## src/rtl/hs_pipe.sv

```systemverilog
// hs_pipe: cascade of STAGES skid-buffer stages with valid/ready handshakes on both sides.
//   Each stage holds a main and a skid register, so total capacity is 2*STAGES beats.
//   Every stage's ready comes straight from a flop, so there is no combinational path
//   from m_ready back to s_ready or from s_valid forward to m_valid.
//
// Optional feature: define HS_PIPE_FLUSH_EN to add the `flush` input. Flush is a
//   synchronous drop of every held beat; data registers are left untouched.
//
// Ports:
//   clk        rising-edge clock
//   rst        synchronous active-high reset
//   s_valid    upstream beat valid
//   s_ready    pipe can take the upstream beat (0 while rst=1)
//   s_data     upstream payload
//   m_valid    downstream beat valid
//   m_ready    downstream can take the beat
//   m_data     downstream payload; holds its last value while m_valid=0
//   occupancy  number of beats currently held (0..2*STAGES)
//   flush      (HS_PIPE_FLUSH_EN only) drop all held beats at the next edge
module hs_pipe #(
   parameter int unsigned DATA_WIDTH = 16,
   parameter int unsigned STAGES     = 2,
   localparam int unsigned OCC_W     = $clog2(2 * STAGES + 1)
) (
   input  logic                  clk,
   input  logic                  rst,
`ifdef HS_PIPE_FLUSH_EN
   input  logic                  flush,
`endif
   input  logic                  s_valid,
   output logic                  s_ready,
   input  logic [DATA_WIDTH-1:0] s_data,
   output logic                  m_valid,
   input  logic                  m_ready,
   output logic [DATA_WIDTH-1:0] m_data,
   output logic [OCC_W-1:0]      occupancy
);

   logic [STAGES-1:0]     main_valid_q, main_valid_d;
   logic [STAGES-1:0]     skid_valid_q, skid_valid_d;
   logic [DATA_WIDTH-1:0] main_data_q [STAGES];
   logic [DATA_WIDTH-1:0] main_data_d [STAGES];
   logic [DATA_WIDTH-1:0] skid_data_q [STAGES];
   logic [DATA_WIDTH-1:0] skid_data_d [STAGES];
   logic [OCC_W-1:0]      occ_q, occ_d;

   logic [STAGES-1:0]     in_valid;
   logic [STAGES-1:0]     out_ready;
   logic [STAGES-1:0]     in_xfer;
   logic [STAGES-1:0]     out_xfer;
   logic [DATA_WIDTH-1:0] in_data [STAGES];

   logic flush_w;
   logic s_xfer;
   logic m_xfer;

`ifdef HS_PIPE_FLUSH_EN
   assign flush_w = flush;
`else
   assign flush_w = 1'b0;
`endif

   // Stage chaining: stage k input is stage k-1 output; stage k output ready is stage k+1 ready.
   for (genvar k = 0; k < STAGES; k++) begin : g_chain
      if (k == 0) begin : g_first
         assign in_valid[k] = s_valid;
         assign in_data[k]  = s_data;
      end else begin : g_mid_in
         assign in_valid[k] = main_valid_q[k-1];
         assign in_data[k]  = main_data_q[k-1];
      end
      if (k == STAGES - 1) begin : g_last
         assign out_ready[k] = m_ready;
      end else begin : g_mid_out
         assign out_ready[k] = ~skid_valid_q[k+1];
      end
      // A stage is ready exactly when its skid register is empty.
      assign in_xfer[k]  = in_valid[k] & ~skid_valid_q[k];
      assign out_xfer[k] = main_valid_q[k] & out_ready[k];
   end

   // Reset gates s_ready so nothing is reported as accepted during reset.
   assign s_ready   = ~skid_valid_q[0] & ~rst;
   assign m_valid   = main_valid_q[STAGES-1];
   assign m_data    = main_data_q[STAGES-1];
   assign occupancy = occ_q;
   assign s_xfer    = s_valid & s_ready;
   assign m_xfer    = m_valid & m_ready;

   always_comb begin
      main_valid_d = main_valid_q;
      skid_valid_d = skid_valid_q;
      main_data_d  = main_data_q;
      skid_data_d  = skid_data_q;
      for (int k = 0; k < STAGES; k++) begin
         if (out_xfer[k]) begin
            if (skid_valid_q[k]) begin
               main_data_d[k]  = skid_data_q[k];
               skid_valid_d[k] = 1'b0;
            end else if (in_xfer[k]) begin
               main_data_d[k] = in_data[k];
            end else begin
               main_valid_d[k] = 1'b0;
            end
         end else if (in_xfer[k]) begin
            if (!main_valid_q[k]) begin
               main_valid_d[k] = 1'b1;
               main_data_d[k]  = in_data[k];
            end else begin
               skid_valid_d[k] = 1'b1;
               skid_data_d[k]  = in_data[k];
            end
         end
      end
      // Flush wins over any same-cycle transfer but keeps the data registers.
      if (flush_w) begin
         main_valid_d = '0;
         skid_valid_d = '0;
      end
   end

   always_comb begin
      occ_d = occ_q;
      unique case ({s_xfer, m_xfer})
         2'b10:   occ_d = occ_q + OCC_W'(1);
         2'b01:   occ_d = occ_q - OCC_W'(1);
         default: occ_d = occ_q;
      endcase
      if (flush_w) begin
         occ_d = '0;
      end
   end

   always_ff @(posedge clk) begin
      if (rst) begin
         main_valid_q <= '0;
         skid_valid_q <= '0;
         occ_q        <= '0;
         for (int k = 0; k < STAGES; k++) begin
            main_data_q[k] <= '0;
            skid_data_q[k] <= '0;
         end
      end else begin
         main_valid_q <= main_valid_d;
         skid_valid_q <= skid_valid_d;
         occ_q        <= occ_d;
         main_data_q  <= main_data_d;
         skid_data_q  <= skid_data_d;
      end
   end

endmodule

```

## config.mk

```make
export PLATFORM = sky130hd
export DESIGN_NAME = hs_pipe
export DESIGN_NICKNAME = d
export VERILOG_FILES = /design/src/rtl/hs_pipe.sv
export SDC_FILE = /design/constraint.sdc
export NUM_CORES = 1
export LEC_CHECK = 0
export BUFFER_PORTS_ARGS = -buffer_cell sky130_fd_sc_hd__buf_2
export CELL_PAD_IN_SITES_DETAIL_PLACEMENT = 1
export CELL_PAD_IN_SITES_GLOBAL_PLACEMENT = 1
export CORE_MARGIN = 3
export CORE_UTILIZATION = 39
export CTS_CLUSTER_DIAMETER = 40
export DETAILED_ROUTE_END_ITERATION = 16
export PLACE_DENSITY_LB_ADDON = 0.15
export SLEW_MARGIN = 5
export SYNTH_ARGS = -nofsm -noshare
export SYNTH_HDL_FRONTEND = slang
export SYNTH_SLANG_ARGS = --single-unit
```

## constraint.sdc

```tcl
create_clock -name clk -period 2.2 [get_ports clk]
set_clock_uncertainty 0.05 [all_clocks]
set_input_delay 0.33 -clock clk [delete_from_list [all_inputs] [get_ports clk]]
set_output_delay 0.33 -clock clk [all_outputs]
set_load 0.005 [all_outputs]
```

==> results of run 1 <==
power breakdown:
group / switching, uW / leakage (uW) / total [uW] / internal, uW
sequential: 144 / 0.000578 / 1650 / 1500
clock: 515 / 0.0000944 / 1060 / 549
combinational: 778 / 0.000820 / 1360 / 581
total: 1440 / 0.00149 / 4070 / 2630
kinds of logic after synthesis:
family                     Yosys count
AOI/OAI and AO/OA                  121
xor gates and xnor gates             2
adders and majority gates            4
buffers and inverters               72
DFF                                 71
and+or+nand+nor                    124
cell type report:
type | count | area [um^2] | area share, %
Multi-Input combinational cell | 251 | 1567 | 41.71
Sequential cell | 71 | 1421 | 37.84
Timing Repair Buffer | 54 | 305.3 | 8.128
Clock buffer | 10 | 137.6 | 3.664
Inverter | 36 | 135.1 | 3.598
Tap cell | 105 | 131.4 | 3.498
Clock inverter | 5 | 58.81 | 1.566
cells in the mapped netlist, types with 5 or more instances:
cell	number
nand2_1	97
dfxtp_1	71
a21oi_1	53
inv_1	36
a221oi_2	19
a21o_1	16
a311oi_1	16
clkbuf_1	15
a221oi_1	11
buf_2	8
nor2_1	7
buf_4	6
buf_6	5
nand2b_1	5
worst max-delay path by stage:
stage	start	end	slack [ps]	depth (start not counted)
6_report	skid_valid_q[1]$_SDFFE_PP0P_	in_data[9]$_SDFFE_PP0P_	240	5
3_5_place_dp	m_ready	occupancy[2]$_SDFFE_PP0P_	130	8
4_1_cts	skid_valid_q[1]$_SDFFE_PP0P_	in_data[9]$_SDFFE_PP0P_	230	5
3_3_place_gp	m_ready	occupancy[2]$_SDFFE_PP0P_	220	8
2_1_floorplan	skid_valid_q[0]$_SDFFE_PP0P_	occupancy[2]$_SDFFE_PP0P_	140	9
5_1_grt	skid_valid_q[1]$_SDFFE_PP0P_	in_data[9]$_SDFFE_PP0P_	90	5
per-layer routing:
metal	GRT usage [%]	vias up	part of all wire, %
met1	26.23	1325	51
met2	26.16	57	43
met3	4.286	10	4.6
met5	0	-	0
met4	5.462	0	1.2
li1	-	1418	-
metrics by stage:
stage	power, uW	worst slack, ps	util (%)	hold WS [ps]	cell area (um^2)
after floorplan	2664	145.0	-	382.3	3324
after global placement	3006	218.3	43.11	391.6	3560
after detailed placement	3046	133.5	43.11	400.4	3560
after CTS	4120	232.9	45.48	179.9	3756
after global routing	4363	90.85	45.48	198.1	3756
final	4071	242.4	45.48	189.0	3756
critical path, cell delays in order, from the launching register on:
cell      delay [ps]
dfxtp_1          310
nand2b_1         200
ha_1             230
a21o_1           160
or2_1            510
a221oi_1         400
state kept, by name (all words and copies together) (netlist names):
signal and count:
in_data 16, skid_data_q 32, skid_valid_q 2, main_valid_q 2
m_data 16, occupancy 3
==> metrics.md, run 1 <==
| Metric | Value |
|---|---|
| Status | finished clean |
| Critical hold path startpoint | s_data[12] |
| Reg2reg start | skid_valid_q[1]$_SDFFE_PP0P_ |
| Hold Vio Cnt, Final | 0 |
| Syn Inst Count | 394 |
| Worst Hold End | skid_data_q[28]$_SDFFE_PP0P_ |
| Lkg Pwr | 0.001493 uW |
| Post-CTS sizing | 0 |
| Post-synth EDFFs | 0 |
| Largest family of logic cells by synthesized area | compound AO/OA/AOI/OAI gates |
| Top_reg_cell synth | dfxtp_1 |
| CTS tree | yes |
| Share of cells above drive strength 1 | 21.31% |
| Drc violations | 0 |
| Worst r2r dst | in_data[9]$_SDFFE_PP0P_ |
| Min-Delay Path Class | primary input to flip-flop |
| Mean Syn Cell Area | 8.438 um^2 |
| Worst setup SP type | flip-flop |
| Post-synth top area share | 42.75% |
| Initial Utilization | 40.26% |
| CP endpoint kind | flip-flop |
| Worst skew pair latency | 340 ps |
| Wire per inst | 15.72 um |
| Max Cap Viol | 0 |
| Tcrit/Tclk final | 88.98% |
| Post-synthesis mux area share | 0% |
| Register area share after synthesis | 42.75% |
| Synthesized cell area | 0.003324 mm^2 |
| Tmin final | 1958 ps |
| Most frequent cells in the layout | nand2_1, dfxtp_1, a21oi_1 |
| Critical Path Fanout Max | 16 |
| Ys Warns | 0 |
| DRT antenna net count | 0 |
| Slew Viols, Final | 0 |
| Hpwl dp | 5476 um |
| Vias | 2810 |
| Worst Hold Depth | 3 |
| Setup Viol. Count Final | 0 |
| Vias in the first global route | 2829 |
| Total GRT Usage | 17.96% |
| Cts bufs inserted | 9 |
| P&R area growth vs syn | 12.98% |
| Max Fclk | 510.8 MHz |
| Vias per std cell | 5.282 |
| Worst reg2reg path depth | 5 |
| FILL cells | 1023 |
| Flop-to-flop setup slack | 240 ps |
| Critical Path AT | 2160 ps |
| Critical path type | flip-flop to flip-flop |
| Ant diodes | 0 |
| TritonRoute pass-1 iters | 4 |
| Global-route wire length before repair | 14170 um |
| Die Wd | 98.33 um |
| Die height | 98.33 um |
| Post-synthesis simple-gate area fraction | 16.15% |
| Synth area leader | dfxtp_1 |
| Clk slew on worst S/H paths | 80 ps |
| Congestion Overflow GR | 0 |
| Library cells used by synthesis | 34 |
| Nets | 447 |
| Setup TNS | 0 ps |
| #FFs+latches synth | 71 |
| DR iter-0 viols | 94 |
| Placed Cells | 517 |
| Clock Sinks | 71 |
| Most common cell after layout, fill and taps aside | nand2_1 |
| GP Congestion | 0.7206 |
| Post-CTS Setup Inserts | 0 |
| Row cnt | 33 |
| Port Buf Inserts | 40 |
| RSZ-0062 raised after global routing | no |
| Die area | 0.009668 mm^2 |
| Initial antenna violation count | 0 |
| Peak VDD IR | 0.3111 mV |
| Power Density | 1084 mW/mm^2 |
| Slew @ Worst Pin | 805.0 ps |
| Complex-gate fraction of the synthesized area | 28.53% |
| Core box area | 0.008258 mm^2 |
| Final WL | 8362 um |
| Asr flop ratio synth | 0% |
| CTS Hold Buffers Added | 0 |
| H-tree depth | 3 |
| Root buffer cell | clkbuf_8 |
| Non-filler instance count after layout | 532 |
| Data required, critical path | 2400 ps |
| Top-level port count | 41 |
| Clk buf depth | 2 |
| Synth Area in Adders | 1.731% |
| Top post-synthesis cells by area | dfxtp_1, nand2_1, a221oi_2 |
| Slew HR | 46.34% |
| Pin count of the biggest net entering global routing | 73 |
| Synth Area in XOR/XNOR | 0.5269% |
| Syn nets | 418 |
(Power assumes the default switching activity.)
==> run 2: changes to the inputs <==
- BUFFER_PORTS_ARGS: -buffer_cell sky130_fd_sc_hd__buf_2 -> -buffer_cell sky130_fd_sc_hd__buf_4
==> metrics.md, run 2 (synthesized netlist as in run 1, its figures left out) <==
| Metric | Value |
|---|---|
| Status | finished clean |
| Cts bufs inserted | 9 (unchanged) |
| Critical Path Fanout Max | 16 (unchanged) |
| Congestion Overflow GR | 0 (unchanged) |
| Setup TNS | 0 ps (unchanged) |
| FILL cells | 988 (-3.4%) |
| Initial Utilization | 40.26% (unchanged) |
| Placed instance area | 0.003660 mm^2 (+2.8%) |
| Crit-path leading delay family | compound AO/OA/AOI/OAI gates |
| Worst path cell trace | nand2b_1 -> ha_1 -> a21o_1 -> buf_4 -> a2111oi_0 -> a211oi_1 |
| Top reg by flops | skid_data_q |
| Metal2 WL | 3515 um (-2.8%) |
| Final Worst Setup Slack | 184.6 ps (-57.73 ps) |
| Row cnt | 33 (unchanged) |
| Pin count of the biggest net entering global routing | 73 (unchanged) |
| Critical hold path startpoint | s_data[0] |
| Root buffer cell | clkbuf_8 |
| Tmin final | 2015 ps (+57.73 ps) |
| Most common cell after layout, fill and taps aside | nand2_1 |
| Worst r2r dst | in_data[0]$_SDFFE_PP0P_ |
| CTS Hold Buffers Added | 0 (unchanged) |
| Worst Hold End | skid_data_q[16]$_SDFFE_PP0P_ |
| Die area | 0.009668 mm^2 (unchanged) |
| Share of cells above drive strength 1 | 21.50% (+0.18 points) |
| Worst Hold Depth | 3 (unchanged) |
| DR WL met3 | 284 um (-26%) |
| P&R area growth vs syn | 16.00% |
| Worst reg2reg path depth | 6 (+1) |
| Ant diodes | 0 (unchanged) |
| CP Launch Point | skid_valid_q[1]$_SDFFE_PP0P_ |
| Lkg Pwr | 0.001511 uW (+1.2%) |
| CP max stage delay | 590 ps (+80 ps) |
| Tcrit/Tclk final | 91.61% (+2.6 points) |
| Slew @ Worst Pin | 819.6 ps (+14.67 ps) |
| Drc violations | 0 (unchanged) |
| Core box area | 0.008258 mm^2 (unchanged) |
| CTS tree | yes |
| Power Density | 1075 mW/mm^2 (-0.86%) |
| Slew Viols, Final | 0 (unchanged) |
| GP Congestion | 0.7571 (+5.1%) |
| Data required, critical path | 2350 ps (-50 ps) |
| Die Wd | 98.33 um (unchanged) |
| Hold Vio Cnt, Final | 0 (unchanged) |
| Slew HR | 45.36% (-0.98 points) |
| Design Area, Final | 0.003856 mm^2 (+2.7%) |
| Met1 wire length | 4430 um (+4.0%) |
| Die height | 98.33 um (unchanged) |
| Post-CTS Setup Inserts | 0 (unchanged) |
| RSZ-0062 raised after global routing | no |
| Vias | 2768 (-1.5%) |
| Hpwl dp | 5533 um (+1.0%) |
| Critical Path AT | 2160 ps (about the same) |
| Clock Sinks | 71 (unchanged) |
| Vias per std cell | 5.193 (-1.7%) |
| Critical path type | flip-flop to flip-flop |
| Flop-to-flop setup slack | 180 ps (-60 ps) |
| Most frequent cells in the layout | nand2_1, dfxtp_1, buf_4 |
| Max Cap Viol | 0 (unchanged) |
| Port Buf Inserts | 40 (unchanged) |
| Non-filler instance count after layout | 533 (+0.19%) |
| Top-level port count | 41 (unchanged) |
| Min-Delay Path Class | primary input to flip-flop |
| Max reg flops | 32 (unchanged) |
| Total GRT Usage | 17.72% (-0.25 points) |
| Initial antenna violation count | 0 (unchanged) |
| Critical path's slowest cell | a2111oi_0 |
| Critical Path Stages | 6 (+1) |
| H-tree depth | 3 (unchanged) |
| Pre-CTS setup slack | 132.8 ps (-0.7300 ps) |
| Top Layer Used | met4 |
| Nets | 447 (unchanged) |
| Wire per inst | 15.62 um (-0.59%) |
| Clk slew on worst S/H paths | 80 ps (about the same) |
| Global-route wire length before repair | 14110 um (-0.39%) |
| Vias in the first global route | 2775 (-1.9%) |
| Buffers and inverters on the worst path | 1 (+1) |
| Reg2reg start | skid_valid_q[1]$_SDFFE_PP0P_ |
| DRT antenna net count | 0 (unchanged) |
| DR iter-0 viols | 91 (-3.2%) |
| Placed Cells | 517 (unchanged) |
| Final WL | 8328 um (-0.41%) |
| Worst setup SP type | flip-flop |
| Setup Viol. Count Final | 0 (unchanged) |
| Worst skew pair latency | 340 ps (about the same) |
| Peak VDD IR | 0.3567 mV (+15%) |
| Clk buf depth | 2 (unchanged) |
| Max Fclk | 496.2 MHz (-2.9%) |
| CP endpoint kind | flip-flop |
| Post-CTS sizing | 0 (unchanged) |
| TritonRoute pass-1 iters | 4 (unchanged) |
==> run 2: layout make-up <==
| class | count | area [um^2] | area share [%] |
|---|---|---|---|
| sequential | 71 | 1421 | 36.86 |
| clock buffer | 9 | 123.9 | 3.212 |
| timing repair buffer | 54 | 405.4 | 10.51 |
| clock inverter | 7 | 72.57 | 1.882 |
| inverter | 36 | 135.1 | 3.504 |
| tap | 105 | 131.4 | 3.407 |
| multi-input combinational | 251 | 1567 | 40.62 |
==> run 2: power by group <==
part	switching (uW)	internal [uW]
Combinational	784	648
Sequential	150	1500
Clock	532	525
Total	1470	2680
==> run 2: how the worst max path moves through the flow <==
stage,end,slack (ps)
after floorplan,occupancy[2]$_SDFFE_PP0P_,140
after global placement,occupancy[2]$_SDFFE_PP0P_,250
after detailed placement,occupancy[2]$_SDFFE_PP0P_,130
after CTS,in_data[0]$_SDFFE_PP0P_,170
after global routing,in_data[0]$_SDFFE_PP0P_,100
final,in_data[0]$_SDFFE_PP0P_,180
==> run 2: tightest hold or removal path, delay by kind of cell <==
kind | cells | cell delay, ps
buffers and inverters | 1 | 110
and+or+nand+nor | 1 | 50
AOI/OAI and AO/OA | 1 | 50
==> run 2: layer usage <==
| layer | up-vias | track usage (%) |
|---|---|---|
| met3 | 8 | 3.000 |
| met5 | - | 0 |
| li1 | 1418 | - |
| met1 | 1299 | 26.70 |
| met4 | 0 | 6.303 |
| met2 | 43 | 25.27 |
==> run 2: through the flow <==
stage,power (uW),utilization (%),hold slack [ps]
2_1_floorplan,2664,-,382.3
6_report,4144,46.70,196.1
4_1_cts,4192,46.70,189.8
3_5_place_dp,3122,44.32,397.2
5_1_grt,4443,46.70,196.8
3_3_place_gp,3088,44.32,392.3
==> run 3: changes to the inputs <==
- PLACE_DENSITY: default -> 0.83
- PLACE_DENSITY_LB_ADDON: 0.15 -> default
==> metrics.md, run 3 (synthesized netlist as in run 1, its figures left out) <==
| Metric | Value |
|---|---|
| Status | finished clean |
| Root buffer cell | clkbuf_8 |
| Switching Share | 36.71% (+1.3 points) |
| Net Switching | 1499 uW (+2.3%) |
| Max reg flops | 32 (unchanged) |
| Worst Hold Depth | 3 (unchanged) |
| Top Layer Used | met4 |
| Row cnt | 33 (unchanged) |
| CTS tree | yes |
| Power Density | 1062 mW/mm^2 (-1.2%) |
| FILL cells | 1007 (+1.9%) |
| Initial antenna violation count | 0 (unchanged) |
| Tcrit/Tclk final | 90.80% (-0.81 points) |
| Nets | 447 (unchanged) |
| Ant diodes | 0 (unchanged) |
| GP Congestion | 0.7463 (-1.4%) |
| Worst reg2reg path depth | 5 (-1) |
| Worst skew pair latency | 360 ps (+20 ps) |
| Clock Sinks | 71 (unchanged) |
| Lkg Pwr | 0.001505 uW (-0.43%) |
| Worst path cell trace | nand2b_1 -> ha_1 -> a21o_1 -> or2_1 -> a221oi_1 |
| Die height | 98.33 um (unchanged) |
| Slew Viols, Final | 0 (unchanged) |
| Worst setup SP type | flip-flop |
| P&R area growth vs syn | 15.66% |
| Post-CTS Setup Inserts | 0 (unchanged) |
| Share of cells above drive strength 1 | 21.50% (unchanged) |
| Sequential share of power | 40.3% (+0.4 points) |
| Data required, critical path | 2400 ps (+50 ps) |
| Final WL | 8425 um (+1.2%) |
| Tmin final | 1998 ps (-17.80 ps) |
| Initial Utilization | 40.26% (unchanged) |
| Critical Path Fanout Max | 16 (unchanged) |
| Clk network pwr share | 24.5% (-1.0 points) |
| Critical hold path startpoint | s_data[2] |
| Vias in the first global route | 2908 (+4.8%) |
| H-tree depth | 3 (unchanged) |
| Min-Delay Path Class | primary input to flip-flop |
| DR WL met3 | 286 um (+0.70%) |
| RSZ-0062 raised after global routing | no |
| CP max stage delay | 510 ps (-80 ps) |
| Peak VDD IR | 0.3009 mV (-16%) |
| Global-route wire length before repair | 14300 um (+1.3%) |
| Core box area | 0.008258 mm^2 (unchanged) |
| Port Buf Inserts | 40 (unchanged) |
| Buffers and inverters on the worst path | 0 (-1) |
| DRT antenna net count | 0 (unchanged) |
| Cts bufs inserted | 9 (unchanged) |
| Crit-path leading delay family | simple AND/OR/NAND/NOR gates |
| Vias per std cell | 5.308 (+2.2%) |
| Top reg by flops | skid_data_q |
| Congestion Overflow GR | 0 (unchanged) |
| Reg2reg start | skid_valid_q[1]$_SDFFE_PP0P_ |
| Internal power | 2585 uW (-3.5%) |
| Clk slew on worst S/H paths | 90 ps (about the same) |
| Max Fclk | 500.6 MHz (+0.89%) |
| Wire per inst | 15.81 um (+1.2%) |
| Final hold slack | 191.8 ps (-4.320 ps) |
| Most frequent cells in the layout | nand2_1, dfxtp_1, buf_4 |
| Hold Vio Cnt, Final | 0 (unchanged) |
| Hpwl dp | 5620 um (+1.6%) |
| TritonRoute pass-1 iters | 4 (unchanged) |
| Met1 wire length | 4091 um (-7.7%) |
| Max Cap Viol | 0 (unchanged) |
| Critical Path AT | 2200 ps (+40 ps) |
| DR iter-0 viols | 116 (+27%) |
| Logic gate share of total power | 35.1% (+0.6 points) |
| Vias | 2829 (+2.2%) |
| Flop-to-flop setup slack | 200 ps (+20 ps) |
| Most common cell after layout, fill and taps aside | nand2_1 |
| Die area | 0.009668 mm^2 (unchanged) |
| CP endpoint kind | flip-flop |
| Clk buf depth | 2 (unchanged) |
| Die Wd | 98.33 um (unchanged) |
| Setup TNS | 0 ps (unchanged) |
| Slew HR | 46.67% (+1.3 points) |
| Critical path's slowest cell | or2_1 |
| Total GRT Usage | 17.84% (+0.12 points) |
| Worst r2r dst | in_data[15]$_SDFFE_PP0P_ |
| Critical path type | flip-flop to flip-flop |
| CTS Hold Buffers Added | 0 (unchanged) |
| Drc violations | 0 (unchanged) |
| Metal2 WL | 3898 um (+11%) |
| Slew @ Worst Pin | 800.0 ps (-19.62 ps) |
| Pin count of the biggest net entering global routing | 73 (unchanged) |
| Post-CTS sizing | 0 (unchanged) |
| Setup Viol. Count Final | 0 (unchanged) |
| Worst Hold End | skid_data_q[18]$_SDFFE_PP0P_ |
| Top-level port count | 41 (unchanged) |
==> run 3: worst max-delay path by stage <==
stage | startpoint | to | slack [ps] | cells past startpoint
finish | skid_valid_q[1]$_SDFFE_PP0P_ | in_data[15]$_SDFFE_PP0P_ | 200 | 5
global route | skid_valid_q[1]$_SDFFE_PP0P_ | in_data[15]$_SDFFE_PP0P_ | 20 | 5
CTS | skid_valid_q[1]$_SDFFE_PP0P_ | in_data[15]$_SDFFE_PP0P_ | 170 | 5
detailed placement | m_ready | occupancy[2]$_SDFFE_PP0P_ | 100 | 8
floorplan | skid_valid_q[0]$_SDFFE_PP0P_ | occupancy[2]$_SDFFE_PP0P_ | 140 | 9
global placement | m_ready | occupancy[2]$_SDFFE_PP0P_ | 220 | 8
==> run 3: power groups by stage <==
| stage | clock network, uW | logic (uW) | registers (uW) |
|---|---|---|---|
| 3_3_place_gp | 0 | 1380 | 1670 |
| 2_1_floorplan | 0 | 992 | 1670 |
| 5_1_grt | 1090 | 1590 | 1680 |
| 6_report | 1000 | 1440 | 1650 |
| 3_5_place_dp | 0 | 1440 | 1680 |
| 4_1_cts | 1030 | 1450 | 1650 |
==> run 3: cell type report <==
| cell class | instances | area (um^2) | area share, % |
|---|---|---|---|
| Clock buffer | 9 | 123.9 | 3.222 |
| Clock inverter | 7 | 61.31 | 1.595 |
| Inverter | 36 | 135.1 | 3.514 |
| Multi-Input combinational cell | 251 | 1567 | 40.74 |
| Sequential cell | 71 | 1421 | 36.97 |
| Tap cell | 105 | 131.4 | 3.417 |
| Timing Repair Buffer | 54 | 405.4 | 10.54 |
==> run 3: worst reg2reg max path: stages (launching register included) <==
cell and delay, ps:
dfxtp_1 310, nand2b_1 200, ha_1 230, a21o_1 170, or2_1 510, a221oi_1 420
==> run 3: metrics by stage <==
stage	utilization [%]	total power [uW]	area, um^2	worst slack, ps	std cells
global route	46.56	4360	3845	18.40	533
global placement	44.32	3047	3660	220.7	517
floorplan	-	2664	3324	145.0	394
finish	46.56	4084	3845	202.4	533
CTS	46.56	4126	3845	171.0	533
detailed placement	44.32	3115	3660	95.76	517
==> run 3: routing by layer <==
metal / vias up / global-route usage (%)
met5: - / 0
met3: 11 / 3.000
met2: 52 / 27.72
met4: 0 / 7.458
met1: 1344 / 24.52
li1: 1422 / -
